[src/rtl/mix_cols_iter_if.sv]
// Handshake bundle for the iterative MixColumns engine: block in, block out, status.
interface mix_cols_iter_if;
  localparam int unsigned STATE_W = 128;

  logic               in_valid;
  logic               in_ready;
  logic [STATE_W-1:0] in_state;
  logic               in_inverse;
  logic               out_valid;
  logic               out_ready;
  logic [STATE_W-1:0] out_state;
  logic               out_inverse;
  logic               busy;

  modport slave (
    input  in_valid, in_state, in_inverse, out_ready,
    output in_ready, out_valid, out_state, out_inverse, busy
  );

  modport master (
    output in_valid, in_state, in_inverse, out_ready,
    input  in_ready, out_valid, out_state, out_inverse, busy
  );
endinterface

[src/rtl/mix_cols_iter.sv]
// Iterative AES MixColumns / InvMixColumns engine; COLS_PER_CYCLE columns per clock,
// direction chosen per block, one shared instance for encrypt and decrypt rounds.
module mix_cols_iter #(
  parameter int unsigned COLS_PER_CYCLE = 1
) (
  input  logic           clk,
  input  logic           rst,
  mix_cols_iter_if.slave bus
);

  localparam int unsigned NUM_COLS  = 4;
  localparam int unsigned COL_W     = 32;
  localparam int unsigned NUM_STEPS = NUM_COLS / COLS_PER_CYCLE;
  localparam logic [1:0]  IDX_STEP  = 2'(COLS_PER_CYCLE);
  localparam logic [1:0]  LAST_IDX  = 2'((NUM_STEPS - 1) * COLS_PER_CYCLE);

  if (!(COLS_PER_CYCLE == 1 || COLS_PER_CYCLE == 2 || COLS_PER_CYCLE == 4)) begin : g_bad_cpc
    $error("mix_cols_iter: COLS_PER_CYCLE must be 1, 2 or 4");
  end

  typedef enum logic [1:0] {
    S_IDLE = 2'd0,
    S_PROC = 2'd1,
    S_DONE = 2'd2
  } state_e;

  function automatic logic [7:0] xtime(input logic [7:0] x);
    return {x[6:0], 1'b0} ^ (x[7] ? 8'h1B : 8'h00);
  endfunction

  // One column through the circulant matrix; inverse coefficients built from x2/x4/x8.
  function automatic logic [COL_W-1:0] mix_col(input logic [COL_W-1:0] col, input logic inv);
    logic [7:0] a  [4];
    logic [7:0] x2 [4];
    logic [7:0] x4 [4];
    logic [7:0] x8 [4];
    logic [7:0] b  [4];
    logic [1:0] r0, r1, r2, r3;
    a[0] = col[31:24];
    a[1] = col[23:16];
    a[2] = col[15:8];
    a[3] = col[7:0];
    for (int i = 0; i < 4; i++) begin
      x2[i] = xtime(a[i]);
      x4[i] = xtime(x2[i]);
      x8[i] = xtime(x4[i]);
    end
    for (int r = 0; r < 4; r++) begin
      r0 = 2'(r);
      r1 = 2'(r + 1);
      r2 = 2'(r + 2);
      r3 = 2'(r + 3);
      if (inv) begin
        b[r] = (x8[r0] ^ x4[r0] ^ x2[r0]) ^
               (x8[r1] ^ x2[r1] ^ a[r1]) ^
               (x8[r2] ^ x4[r2] ^ a[r2]) ^
               (x8[r3] ^ a[r3]);
      end else begin
        b[r] = x2[r0] ^ (x2[r1] ^ a[r1]) ^ a[r2] ^ a[r3];
      end
    end
    return {b[0], b[1], b[2], b[3]};
  endfunction

  state_e                   state_q, state_d;
  logic [1:0]               col_idx_q, col_idx_d;
  logic                     mode_q, mode_d;
  logic [COL_W-1:0]         work_q [NUM_COLS];
  logic [COL_W-1:0]         work_d [NUM_COLS];
  logic                     out_valid_q, out_valid_d;
  logic [NUM_COLS*COL_W-1:0] out_state_q, out_state_d;
  logic                     out_inverse_q, out_inverse_d;
  logic                     busy_q, busy_d;
  logic [1:0]               idx;

  // State register and datapath registers.
  always_ff @(posedge clk) begin
    if (rst) begin
      state_q       <= S_IDLE;
      col_idx_q     <= '0;
      mode_q        <= 1'b0;
      for (int c = 0; c < int'(NUM_COLS); c++) work_q[c] <= '0;
      out_valid_q   <= 1'b0;
      out_state_q   <= '0;
      out_inverse_q <= 1'b0;
      busy_q        <= 1'b0;
    end else begin
      state_q       <= state_d;
      col_idx_q     <= col_idx_d;
      mode_q        <= mode_d;
      work_q        <= work_d;
      out_valid_q   <= out_valid_d;
      out_state_q   <= out_state_d;
      out_inverse_q <= out_inverse_d;
      busy_q        <= busy_d;
    end
  end

  // Next-state, column stepping and output capture.
  always_comb begin
    state_d       = state_q;
    col_idx_d     = col_idx_q;
    mode_d        = mode_q;
    work_d        = work_q;
    out_state_d   = out_state_q;
    out_inverse_d = out_inverse_q;
    idx           = col_idx_q;

    unique case (state_q)
      S_IDLE: begin
        if (bus.in_valid) begin
          for (int c = 0; c < int'(NUM_COLS); c++) begin
            work_d[c] = COL_W'(bus.in_state >> (96 - 32 * c));
          end
          mode_d    = bus.in_inverse;
          col_idx_d = '0;
          state_d   = S_PROC;
        end
      end
      S_PROC: begin
        for (int j = 0; j < int'(COLS_PER_CYCLE); j++) begin
          idx         = col_idx_q + 2'(j);
          work_d[idx] = mix_col(work_q[idx], mode_q);
        end
        col_idx_d = col_idx_q + IDX_STEP;
        if (col_idx_q == LAST_IDX) begin
          state_d       = S_DONE;
          out_state_d   = {work_d[0], work_d[1], work_d[2], work_d[3]};
          out_inverse_d = mode_q;
        end
      end
      S_DONE: begin
        if (bus.out_ready) state_d = S_IDLE;
      end
      default: state_d = S_IDLE;
    endcase

    out_valid_d = (state_d == S_DONE);
    busy_d      = (state_d != S_IDLE);
  end

  // in_ready is a pure state decode, forced low while reset is held.
  assign bus.in_ready    = (state_q == S_IDLE) && !rst;
  assign bus.out_valid   = out_valid_q;
  assign bus.out_state   = out_state_q;
  assign bus.out_inverse = out_inverse_q;
  assign bus.busy        = busy_q;

endmodule

[src/flat_wrapper.sv]
// flat-port wrapper written by rule: the top's interface ports become plain ports
module mix_cols_iter_flat 
#(
  parameter int unsigned COLS_PER_CYCLE = 1
)
  (clk, rst, bus_in_valid, bus_in_state, bus_in_inverse, bus_out_ready, bus_in_ready, bus_out_valid, bus_out_state, bus_out_inverse, bus_busy);
  mix_cols_iter_if bus_i ();
  input  logic clk;
  input  logic rst;
  input wire logic [$bits(bus_i.in_valid)-1:0] bus_in_valid;
  input wire logic [$bits(bus_i.in_state)-1:0] bus_in_state;
  input wire logic [$bits(bus_i.in_inverse)-1:0] bus_in_inverse;
  input wire logic [$bits(bus_i.out_ready)-1:0] bus_out_ready;
  output wire logic [$bits(bus_i.in_ready)-1:0] bus_in_ready;
  output wire logic [$bits(bus_i.out_valid)-1:0] bus_out_valid;
  output wire logic [$bits(bus_i.out_state)-1:0] bus_out_state;
  output wire logic [$bits(bus_i.out_inverse)-1:0] bus_out_inverse;
  output wire logic [$bits(bus_i.busy)-1:0] bus_busy;
  assign bus_i.in_valid = bus_in_valid;
  assign bus_i.in_state = bus_in_state;
  assign bus_i.in_inverse = bus_in_inverse;
  assign bus_i.out_ready = bus_out_ready;
  assign bus_in_ready = bus_i.in_ready;
  assign bus_out_valid = bus_i.out_valid;
  assign bus_out_state = bus_i.out_state;
  assign bus_out_inverse = bus_i.out_inverse;
  assign bus_busy = bus_i.busy;
  mix_cols_iter #(.COLS_PER_CYCLE(COLS_PER_CYCLE)) u_core (.clk(clk), .rst(rst), .bus(bus_i));
endmodule
[config.mk]
export PLATFORM = sky130hd
export DESIGN_NAME = mix_cols_iter_flat
export DESIGN_NICKNAME = d
export VERILOG_FILES = /design/src/rtl/mix_cols_iter_if.sv /design/src/rtl/mix_cols_iter.sv /design/src/flat_wrapper.sv
export SDC_FILE = /design/constraint.sdc
export NUM_CORES = 1
export LEC_CHECK = 0
export CAP_MARGIN = 20
export CORE_MARGIN = 3
export CORE_UTILIZATION = 45
export DETAILED_ROUTE_END_ITERATION = 8
export HOLD_SLACK_MARGIN = 0.1
export PLACE_DENSITY = 0.7
export SETUP_SLACK_MARGIN = 0.2
export SYNTH_ARGS = -nofsm -noshare
export SYNTH_HDL_FRONTEND = slang
export SYNTH_SLANG_ARGS = --single-unit
[constraint.sdc]
create_clock -name clk -period 4.4 [get_ports clk]
set_clock_uncertainty 0.2 [all_clocks]
set_input_delay 0.88 -clock clk [delete_from_list [all_inputs] [get_ports clk]]
set_output_delay 0.88 -clock clk [all_outputs]
set_load 0.05 [all_outputs]
==> flow_metrics.env, run 1 <==
export IMPL_vias_per_cell=5.95
export IMPL_path_cells="buf_12 > buf_4 > mux4_2 > xnor3_1 > xnor3_1 > xnor3_1 > a21oi_1 > xnor2_2 > a21oi_1 > a31o_1"
export IMPL_period_share_pct=91.5
export IMPL_cp_top_family="XOR/XNOR gates"
export IMPL_rsz0062_at_grt="true"
export IMPL_diodes=0
export IMPL_dr_first_iter_drc_count=1583
export IMPL_ys_types=53
export IMPL_finalPower_mw=12.5
export IMPL_synthToLayoutAreaGrowth_pct=28.9
export IMPL_slew_violations=0
export IMPL_critical_path_arrival_ns=4.28
export IMPL_ir_drop_v=0.000468
export IMPL_drt_first_pass_iters=5
export IMPL_status="finished, final reports clean"
export IMPL_clockRootBuffer="clkbuf_16"
export IMPL_yosysSeqAreaShare_pct=35.2
export IMPL_grt_max_degree=200
export IMPL_slowest_delay_ns=0.65
export IMPL_hpwl_um=41900
export IMPL_period_minus_slack_ns=4.02
export IMPL_yosys_register_bits=264
export IMPL_start_util_pct=45.9
export IMPL_dp_cells=2283
export IMPL_p_leak_nw=7.48
export IMPL_drive_above_1_share_pct=12.3
export IMPL_fin_nets=2009
export IMPL_drv_cap=0
export IMPL_dieArea_um2=35600
export IMPL_antenna_found_initial=1
export IMPL_start_kind="flip-flop"
export IMPL_netlist_instances=1625
export IMPL_setup_viol=0
export IMPL_grt_usage_pct=31.0
export IMPL_hold_class="flip-flop to flip-flop"
export IMPL_vias=13900
export IMPL_gp_congestion=0.980
export IMPL_fin_cells=2337
export IMPL_grt_pass1_wl_um=85200
export IMPL_grt_pass1_vias=13600
export IMPL_timing_hold_ws_ns=0.252
export IMPL_wl_um=57200
export IMPL_drc=0
export IMPL_max_slew_margin_pct=32.1
export IMPL_synth_async_sr_flop_share_pct=0
export IMPL_rows=66
export IMPL_yosysWarnings=0
export IMPL_fmax_mhz=249
export IMPL_clk_pin_slew_ns=0.06
export IMPL_h_tree_depth=1
export IMPL_synth_common_cells="dfxtp_1 (264), nor2_1 (243), nand2_1 (162)"
export IMPL_register_area_um2=5290
export IMPL_multi_input_comb_area_um2=9100
export IMPL_grt_overflow=0
export IMPL_syn_area_per_cell_um2=9.23
export IMPL_avgRoutedWirePerCell_um=24.5
export IMPL_path_buf_inv=2
export IMPL_cp_required_ns=4.65
export IMPL_cts_sinks=264
export IMPL_port_buffers=264
export IMPL_synthTopCellsByArea="dfxtp_1 (35%), xnor2_1 (6.9%), xnor3_1 (6.5%), nor2_1 (6.1%), mux4_2 (4.8%)"
export IMPL_pin_count=265
export IMPL_fp_dieH_um=189
export IMPL_postRouteAntennaNets=0
export IMPL_cts_path_max_buffers=3
export IMPL_finalHoldViolations=0
export IMPL_cpMaxStageDelayCell="mux4_2"
export IMPL_worst_slew_pin_slew_ns=1.02
export IMPL_core_area_um2=32700
export IMPL_insertion_delay_ns=0.56
export IMPL_cts_tree="done"
export IMPL_synth_enable_flop_cells=0
export IMPL_die_w_um=189
export IMPL_path_common_cell="xnor3_1"
export IMPL_power_density_nw_per_um2=648
export IMPL_path_max_fanout=16
export IMPL_numCtsBuffers=29
export IMPL_syn_nets=1762
export IMPL_yosys_area_top_type_share_pct=35.2
export IMPL_synth_cell_area_um2=15000
export IMPL_yosysMostFrequentCell="dfxtp_1"
export IMPL_yosysTopAreaCell="dfxtp_1"
export IMPL_fillers=2855
export IMPL_worstSetupPathType="flip-flop to flip-flop"
export IMPL_setup_tns_ns=0
export IMPL_ys_flop_type="dfxtp_1"
export IMPL_endpoint_kind="flip-flop"
export IMPL_cts_setup_buffers=0
[worst min-delay path, cell delays in order (launching register included)]
cell,delay (ns)
dfxtp_1,0.31
nand2_1,0.05
a21oi_1,0.05
[kinds of logic after synthesis]
family                   Yosys count  synth area share, %
AO/OA/AOI/OAI                    374                 17.2
XOR/XNOR                         241                 20.7
adder cells (fa/ha/maj)            4                0.334
buffers and inverters            155                 4.50
flip-flops                       264                 35.2
multiplexers                      78                 7.88
AND/OR/NAND/NOR                  509                 14.1
[power by group]
part           switching [mW]  internal, mW
logic                    3.80          3.64
registers               0.153          2.55
clock network            1.01          1.38
total                    4.96          7.57
[final cells by class]
cell class | instances | area share [%]
repair buffers | 363 | 17.8
flip-flops and latches | 264 | 27.3
clock inverters | 7 | 0.213
clock buffers | 47 | 4.62
multi-input cells | 1206 | 47.0
inverters | 8 | 0.155
well taps | 442 | 2.86
[worst paths after layout]
check | startpoint | to | slack [ns] | depth (start not counted)
min | u_core.bus.out_state[65]$_SDFFE_PP0P_ | u_core.bus.out_state[65]$_SDFFE_PP0P_ | 0.25 | 2
min reg2reg | u_core.bus.out_state[65]$_SDFFE_PP0P_ | u_core.bus.out_state[65]$_SDFFE_PP0P_ | 0.25 | 2
max | u_core.col_idx_q[0]$_SDFFE_PP0P_ | u_core.bus.out_state[83]$_SDFFE_PP0P_ | 0.38 | 10
max reg2reg | u_core.col_idx_q[0]$_SDFFE_PP0P_ | u_core.bus.out_state[83]$_SDFFE_PP0P_ | 0.38 | 10
[through the flow]
stage | util, % | setup WS (ns) | cell area [µm²]
3_5_place_dp | 56.3 | 0.317 | 18400
6_report | 59.1 | 0.376 | 19300
3_3_place_gp | 56.3 | 0.393 | 18400
5_1_grt | 59.1 | 0.180 | 19300
2_1_floorplan | - | 0.802 | 15000
4_1_cts | 59.1 | 0.299 | 19300
[per-layer routing]
metal	GRT usage, %	part of all wire, %	vias to the layer above
met5	0	0.033	-
met4	10.5	3.5	2
met3	6.03	9.4	125
met2	47.8	45	757
met1	43.7	42	6774
li1	-	-	6239
[flip-flops by register name, indices dropped and copies added (netlist names)]
name,count
u_core.bus.busy,1
u_core.bus.out_inverse,1
u_core.bus.out_state,128
u_core.bus.out_valid,1
u_core.col_idx_q,2
u_core.mode_q,1
u_core.state_q,2
u_core.work_q,128
[placed cells by master (no fill, tap or decap), types with 44 or more instances in the layout]
master / count
o21ai_0: 53
nand2_1: 160
buf_4: 95
dfxtp_1: 262
nor2_1: 242
xnor2_1: 119
clkdlybuf4s50_1: 263
a21oi_1: 79
mux2i_1: 45
a211oi_1: 74
xor2_1: 44
[repair_timing]
| action | CTS | global route |
|---|---|---|
| gates resized for setup | 0 | 2 |
| setup endpoints to repair | 0 | 8 |
| hold buffers | 0 | 0 |
(Power assumes the default switching activity.)
==> inputs of run 2 (changes only) <==
--- a/config.mk
+++ b/config.mk
@@ -6,7 +6,7 @@
 export NUM_CORES = 1
 export LEC_CHECK = 0
 export CAP_MARGIN = 20
-export CORE_MARGIN = 3
+export CORE_MARGIN = 2
 export CORE_UTILIZATION = 45
 export DETAILED_ROUTE_END_ITERATION = 8
 export HOLD_SLACK_MARGIN = 0.1
==> constraint.sdc (replaced) <==
create_clock -name clk -period 4.4 [get_ports clk]
set_clock_uncertainty 0.2 [all_clocks]
set_input_delay 0.66 -clock clk [delete_from_list [all_inputs] [get_ports clk]]
set_output_delay 0.66 -clock clk [all_outputs]
set_load 0.05 [all_outputs]
==> run 2 against run 1 <==
Hold slack gained 0.0054 ns. Routed wire length grew 1.2%. Non-clock buffer count fell by 6. Combinational power barely moved. Critical path depth fell by 2. First-iteration DRC count shrank 4.4%. Largest power group unchanged.
==> flow_metrics.env, run 2 (same netlist as run 1, synthesis figures left out) <==
export IMPL_status="finished, final reports clean"
export IMPL_mostFrequentLayoutCells="clkdlybuf4s50_1 (263), dfxtp_1 (263), nor2_1 (242), nand2_1 (160), xnor2_1 (118)"
export IMPL_dr_first_iter_drc_count=1514
export IMPL_clk_pin_slew_ns=0.06
export IMPL_p_leak_nw=7.43
export IMPL_fillers=2886
export IMPL_gp_congestion=0.944
export IMPL_grt_overflow=0
export IMPL_synthToLayoutAreaGrowth_pct=28.4
export IMPL_avgRoutedWirePerCell_um=24.9
export IMPL_hpwl_um=41800
export IMPL_path_cells="buf_12 > mux4_2 > xor3_1 > xnor3_1 > xor3_1 > mux2i_1 > mux2i_1 > a211oi_1"
export IMPL_slew_violations=0
export IMPL_grt_max_degree=104
export IMPL_cts_setup_buffers=0
export IMPL_path_max_fanout=26
export IMPL_min_to="u_core.bus.out_state[68]$_SDFFE_PP0P_"
export IMPL_numCtsBuffers=29
export IMPL_cts_sinks=264
export IMPL_setup_viol=0
export IMPL_ir_drop_v=0.000380
export IMPL_worstSetupPathType="flip-flop to flip-flop"
export IMPL_clockRootBuffer="clkbuf_16"
export IMPL_grt_pass1_wl_um=87000
export IMPL_wl_um=57900
export IMPL_drv_cap=0
export IMPL_finalHoldViolations=0
export IMPL_post_dp_cell_area_um2=18400
export IMPL_vias_per_cell=5.96
export IMPL_h_tree_depth=1
export IMPL_reg2reg_from="u_core.col_idx_q[1]$_SDFFE_PP0P_"
export IMPL_max_slew_margin_pct=26.5
export IMPL_grt_usage_pct=32.4
export IMPL_fp_dieH_um=187
export IMPL_power_density_nw_per_um2=646
export IMPL_rsz0062_at_grt="false"
export IMPL_grt_pass1_vias=13300
export IMPL_drive_above_1_share_pct=11.8
export IMPL_vias=13900
export IMPL_rrSetupSlack_ns=0.43
export IMPL_insertion_delay_ns=0.56
export IMPL_period_minus_slack_ns=3.97
export IMPL_final_util_pct=58.9
export IMPL_cts_tree="done"
export IMPL_dieArea_um2=34800
export IMPL_reg2reg_depth=8
export IMPL_drt_first_pass_iters=6
export IMPL_drc=0
export IMPL_cpMaxStageDelayCell="xor3_1"
export IMPL_die_w_um=187
export IMPL_rows=66
export IMPL_design_area_um2=19300
export IMPL_fmax_mhz=252
export IMPL_post_cts_resize_count=0
export IMPL_start_util_pct=45.9
export IMPL_port_buffers=264
export IMPL_fin_nets=2003
export IMPL_pin_count=265
export IMPL_antenna_found_initial=0
export IMPL_slowest_delay_ns=0.58
export IMPL_setup_tns_ns=0
export IMPL_period_share_pct=90.3
export IMPL_postRouteAntennaNets=0
export IMPL_hold_path_depth=2
export IMPL_hold_class="flip-flop to flip-flop"
export IMPL_worst_slew_pin_slew_ns=1.10
export IMPL_cts_path_max_buffers=3
export IMPL_holdCritStartpoint="u_core.bus.out_state[68]$_SDFFE_PP0P_"
export IMPL_start_kind="flip-flop"
export IMPL_diodes=0
export IMPL_critical_path_arrival_ns=4.24
export IMPL_endpoint_kind="flip-flop"
export IMPL_cp_required_ns=4.66
export IMPL_hold_buffers=0
export IMPL_core_area_um2=32700
export IMPL_r2r_end="u_core.work_q[122]$_SDFFE_PP0P_"
==> run 2: cell types whose count changed in the layout (fill, tap and decap cells not counted), sizes merged <==
cell      previous run  this run
clkinv               5         4
clkinvlp             1         0
buf                100        94
inv                  9        10
clkbuf              47        42
==> run 2: area by class of cell <==
class	count	area (µm²)	area share [%]
clock buffer	42	845	4.38
clock inverter	6	40.0	0.208
timing repair buffer	357	3420	17.7
sequential	264	5290	27.4
tap	442	553	2.87
multi-input combinational	1206	9100	47.2
inverter	8	30.0	0.156
==> run 2: report_power, final <==
part / leakage (nW) / internal [mW] / switching [mW]
Clock: 0.441 / 1.32 / 1.00
Combinational: 4.83 / 3.58 / 3.85
Sequential: 2.16 / 2.55 / 0.154
==> run 2: layer usage <==
| metal | wire (µm) | part of all wire, % | track usage, % | up-vias |
|---|---|---|---|---|
| li1 | - | - | - | 6238 |
| met1 | 25500 | 44 | 47.0 | 6811 |
| met2 | 26000 | 45 | 50.3 | 712 |
| met3 | 4840 | 8.4 | 4.80 | 98 |
| met4 | 1550 | 2.7 | 8.88 | 0 |
| met5 | 0 | 0 | 0 | - |
==> run 2: how the worst max path moves through the flow <==
| stage | start | to | cells past startpoint |
|---|---|---|---|
| finish | u_core.col_idx_q[1]$_SDFFE_PP0P_ | u_core.work_q[122]$_SDFFE_PP0P_ | 8 |
| global route | u_core.col_idx_q[1]$_SDFFE_PP0P_ | u_core.work_q[107]$_SDFFE_PP0P_ | 9 |
| CTS | u_core.col_idx_q[0]$_SDFFE_PP0P_ | u_core.work_q[36]$_SDFFE_PP0P_ | 9 |
| detailed placement | u_core.col_idx_q[1]$_SDFFE_PP0P_ | u_core.work_q[43]$_SDFFE_PP0P_ | 9 |
| global placement | u_core.col_idx_q[0]$_SDFFE_PP0P_ | u_core.bus.out_state[37]$_SDFFE_PP0P_ | 10 |
| floorplan | u_core.col_idx_q[0]$_SDFFE_PP0P_ | u_core.work_q[109]$_SDFFE_PP0P_ | 11 |
==> run 2: per-stage QoR <==
| stage | instances | hold WS, ns | power (mW) | worst slack (ns) |
|---|---|---|---|---|
| floorplan | 1625 | 0.255 | 7.63 | 0.852 |
| global placement | 2277 | 0.242 | 10.1 | 0.514 |
| detailed placement | 2277 | 0.251 | 10.0 | 0.495 |
| CTS | 2325 | 0.262 | 12.4 | 0.490 |
| global route | 2325 | 0.282 | 13.0 | 0.302 |
| finish | 2325 | 0.257 | 12.5 | 0.427 |
==> run 2: worst max-delay path, delay by kind of cell (launching register included) <==
| kind | cells | cell delay, ns |
|---|---|---|
| multiplexers | 3 | 1.25 |
| AO/OA/AOI/OAI | 1 | 0.30 |
| buffers and inverters | 1 | 0.26 |
| flip-flops | 1 | 0.55 |
| XOR/XNOR | 3 | 1.30 |
==> inputs of run 3 (changes only) <==
--- a/config.mk
+++ b/config.mk
@@ -12,6 +12,7 @@
 export HOLD_SLACK_MARGIN = 0.1
 export PLACE_DENSITY = 0.7
 export SETUP_SLACK_MARGIN = 0.2
+export SLEW_MARGIN = 5
 export SYNTH_ARGS = -nofsm -noshare
 export SYNTH_HDL_FRONTEND = slang
 export SYNTH_SLANG_ARGS = --single-unit
==> constraint.sdc (replaced) <==
create_clock -name clk -period 4.4 [get_ports clk]
set_clock_uncertainty 0.2 [all_clocks]
set_input_delay 0.88 -clock clk [delete_from_list [all_inputs] [get_ports clk]]
set_output_delay 0.88 -clock clk [all_outputs]
set_load 0.05 [all_outputs]
==> run 3 against run 2 <==
Core utilization grew 0.16 points. Non-clock buffer count grew 1. Clock-buffer cell count is the same. Die area is the same. Clock power grew 6%. Routed wire length shrank 0.32%. Critical path depth grew 2. Highest routed layer unchanged. First-iteration DRC count grew 8.9%.
==> flow_metrics.env, run 3 (same netlist as run 1, synthesis figures left out) <==
export IMPL_status="finished, final reports clean"
export IMPL_endpoint_kind="flip-flop"
export IMPL_die_w_um=187
export IMPL_core_area_um2=32700
export IMPL_dr_first_iter_drc_count=1649
export IMPL_rsz0062_at_grt="false"
export IMPL_grt_pass1_wl_um=86400
export IMPL_grt_usage_pct=32.2
export IMPL_gp_congestion=0.962
export IMPL_dieArea_um2=34800
export IMPL_vias=13800
export IMPL_worst_slew_pin_slew_ns=1.15
export IMPL_path_max_fanout=26
export IMPL_post_cts_resize_count=0
export IMPL_clockRootBuffer="clkbuf_16"
export IMPL_antenna_found_initial=0
export IMPL_final_util_pct=59.1
export IMPL_internal_power_mw=7.60
export IMPL_period_share_pct=90.8
export IMPL_hold_buffers=0
export IMPL_drive_above_1_share_pct=12.1
export IMPL_numCtsBuffers=28
export IMPL_power_density_nw_per_um2=650
export IMPL_start_util_pct=45.9
export IMPL_slowest_delay_ns=0.59
export IMPL_avgRoutedWirePerCell_um=24.8
export IMPL_critical_path_arrival_ns=4.26
export IMPL_fin_nets=2003
export IMPL_drt_first_pass_iters=5
export IMPL_clk_pin_slew_ns=0.06
export IMPL_rows=66
export IMPL_slew_violations=0
export IMPL_cp_required_ns=4.67
export IMPL_postRouteAntennaNets=0
export IMPL_cts_sinks=264
export IMPL_worstSetupPathType="flip-flop to flip-flop"
export IMPL_grt_pass1_vias=13700
export IMPL_reg2reg_depth=10
export IMPL_mostFrequentLayoutCells="clkdlybuf4s50_1 (263), dfxtp_1 (263), nor2_1 (242), nand2_1 (160), xnor2_1 (118)"
export IMPL_period_minus_slack_ns=3.99
export IMPL_grt_max_degree=89
export IMPL_start_kind="flip-flop"
export IMPL_finalHoldViolations=0
export IMPL_timing_hold_ws_ns=0.257
export IMPL_pwr_share_seq_pct=21.4
export IMPL_clkPwrFrac_pct=19.7
export IMPL_diodes=0
export IMPL_ir_drop_v=0.000400
export IMPL_hpwl_um=42000
export IMPL_p_sw_share_pct=39.5
export IMPL_wl_um=57800
export IMPL_fillers=2911
export IMPL_hold_class="flip-flop to flip-flop"
export IMPL_dr_wl_met2_um=25600
export IMPL_port_buffers=264
export IMPL_setup_viol=0
export IMPL_top_layer="met4"
export IMPL_switchingPower_mw=4.96
export IMPL_path_common_cell="xnor2_1"
export IMPL_drv_cap=0
export IMPL_fp_dieH_um=187
export IMPL_drc=0
export IMPL_cts_tree="done"
export IMPL_vias_per_cell=5.92
export IMPL_max_slew_margin_pct=23.2
export IMPL_wl_met3_um=4930
export IMPL_grt_overflow=0
export IMPL_synthToLayoutAreaGrowth_pct=28.8
export IMPL_hold_path_depth=2
export IMPL_fmax_mhz=250
export IMPL_cpMaxStageDelayCell="dfxtp_1"
export IMPL_pin_count=265
export IMPL_p_leak_nw=7.47
export IMPL_cts_path_max_buffers=3
export IMPL_drt_met1_wl_um=25300
export IMPL_path_cells="buf_12 > mux4_2 > buf_4 > xnor2_2 > xnor3_1 > xnor2_1 > xnor2_1 > a21oi_1 > mux2i_1 > a211oi_1"
export IMPL_worst_slack_ns=0.407
export IMPL_h_tree_depth=1
export IMPL_p_comb_share_pct=59.0
export IMPL_cts_setup_buffers=0
export IMPL_insertion_delay_ns=0.56
export IMPL_preCtsSetupSlack_ns=0.478
export IMPL_setup_tns_ns=0
run 3: power by group through the flow:
| stage | Clock, mW | Combinational, mW | Sequential (mW) |
|---|---|---|---|
| after CTS | 2.48 | 7.32 | 2.68 |
| after detailed placement | 0 | 7.26 | 2.73 |
| after floorplan | 0 | 4.95 | 2.68 |
| final | 2.47 | 7.41 | 2.69 |
| after global placement | 0 | 7.26 | 2.73 |
| after global routing | 2.57 | 7.80 | 2.70 |
run 3: critical path: cells and delay by family (launching register included):
family / cells / cell delay (ns)
buffers and inverters: 2 / 0.47
AOI/OAI and AO/OA: 2 / 0.74
muxes: 2 / 0.65
xor gates and xnor gates: 4 / 1.23
DFF: 1 / 0.59
run 3: stage by stage:
| stage | instance area [µm²] | std cells | total power, mW |
|---|---|---|---|
| after floorplan | 15000 | 1625 | 7.63 |
| after global placement | 18400 | 2278 | 9.99 |
| after detailed placement | 18400 | 2278 | 9.99 |
| after CTS | 19300 | 2328 | 12.5 |
| after global routing | 19300 | 2328 | 13.1 |
| final | 19300 | 2328 | 12.6 |
run 3: worst paths after layout:
check,startpoint,to,slack (ns)
max,u_core.col_idx_q[1]$_SDFFE_PP0P_,u_core.work_q[52]$_SDFFE_PP0P_,0.41
min,u_core.bus.out_state[33]$_SDFFE_PP0P_,u_core.bus.out_state[33]$_SDFFE_PP0P_,0.26
max reg2reg,u_core.col_idx_q[1]$_SDFFE_PP0P_,u_core.work_q[52]$_SDFFE_PP0P_,0.41
min reg2reg,u_core.bus.out_state[33]$_SDFFE_PP0P_,u_core.bus.out_state[33]$_SDFFE_PP0P_,0.26
run 3: cell type report:
type / instances / area (µm²) / area share [%]
Clock inverter: 8 / 90.1 / 0.466
Timing Repair Buffer: 358 / 3400 / 17.6
Clock buffer: 42 / 865 / 4.47
Inverter: 8 / 30.0 / 0.155
Tap cell: 442 / 553 / 2.86
Sequential cell: 264 / 5290 / 27.4
Multi-Input combinational cell: 1206 / 9100 / 47.1
run 3: layer usage:
| layer | up-vias | track usage (%) |
|---|---|---|
| met5 | - | 0 |
| met4 | 0 | 10.9 |
| met3 | 111 | 5.38 |
| met2 | 726 | 50.4 |
| met1 | 6715 | 45.2 |
| li1 | 6230 | - |
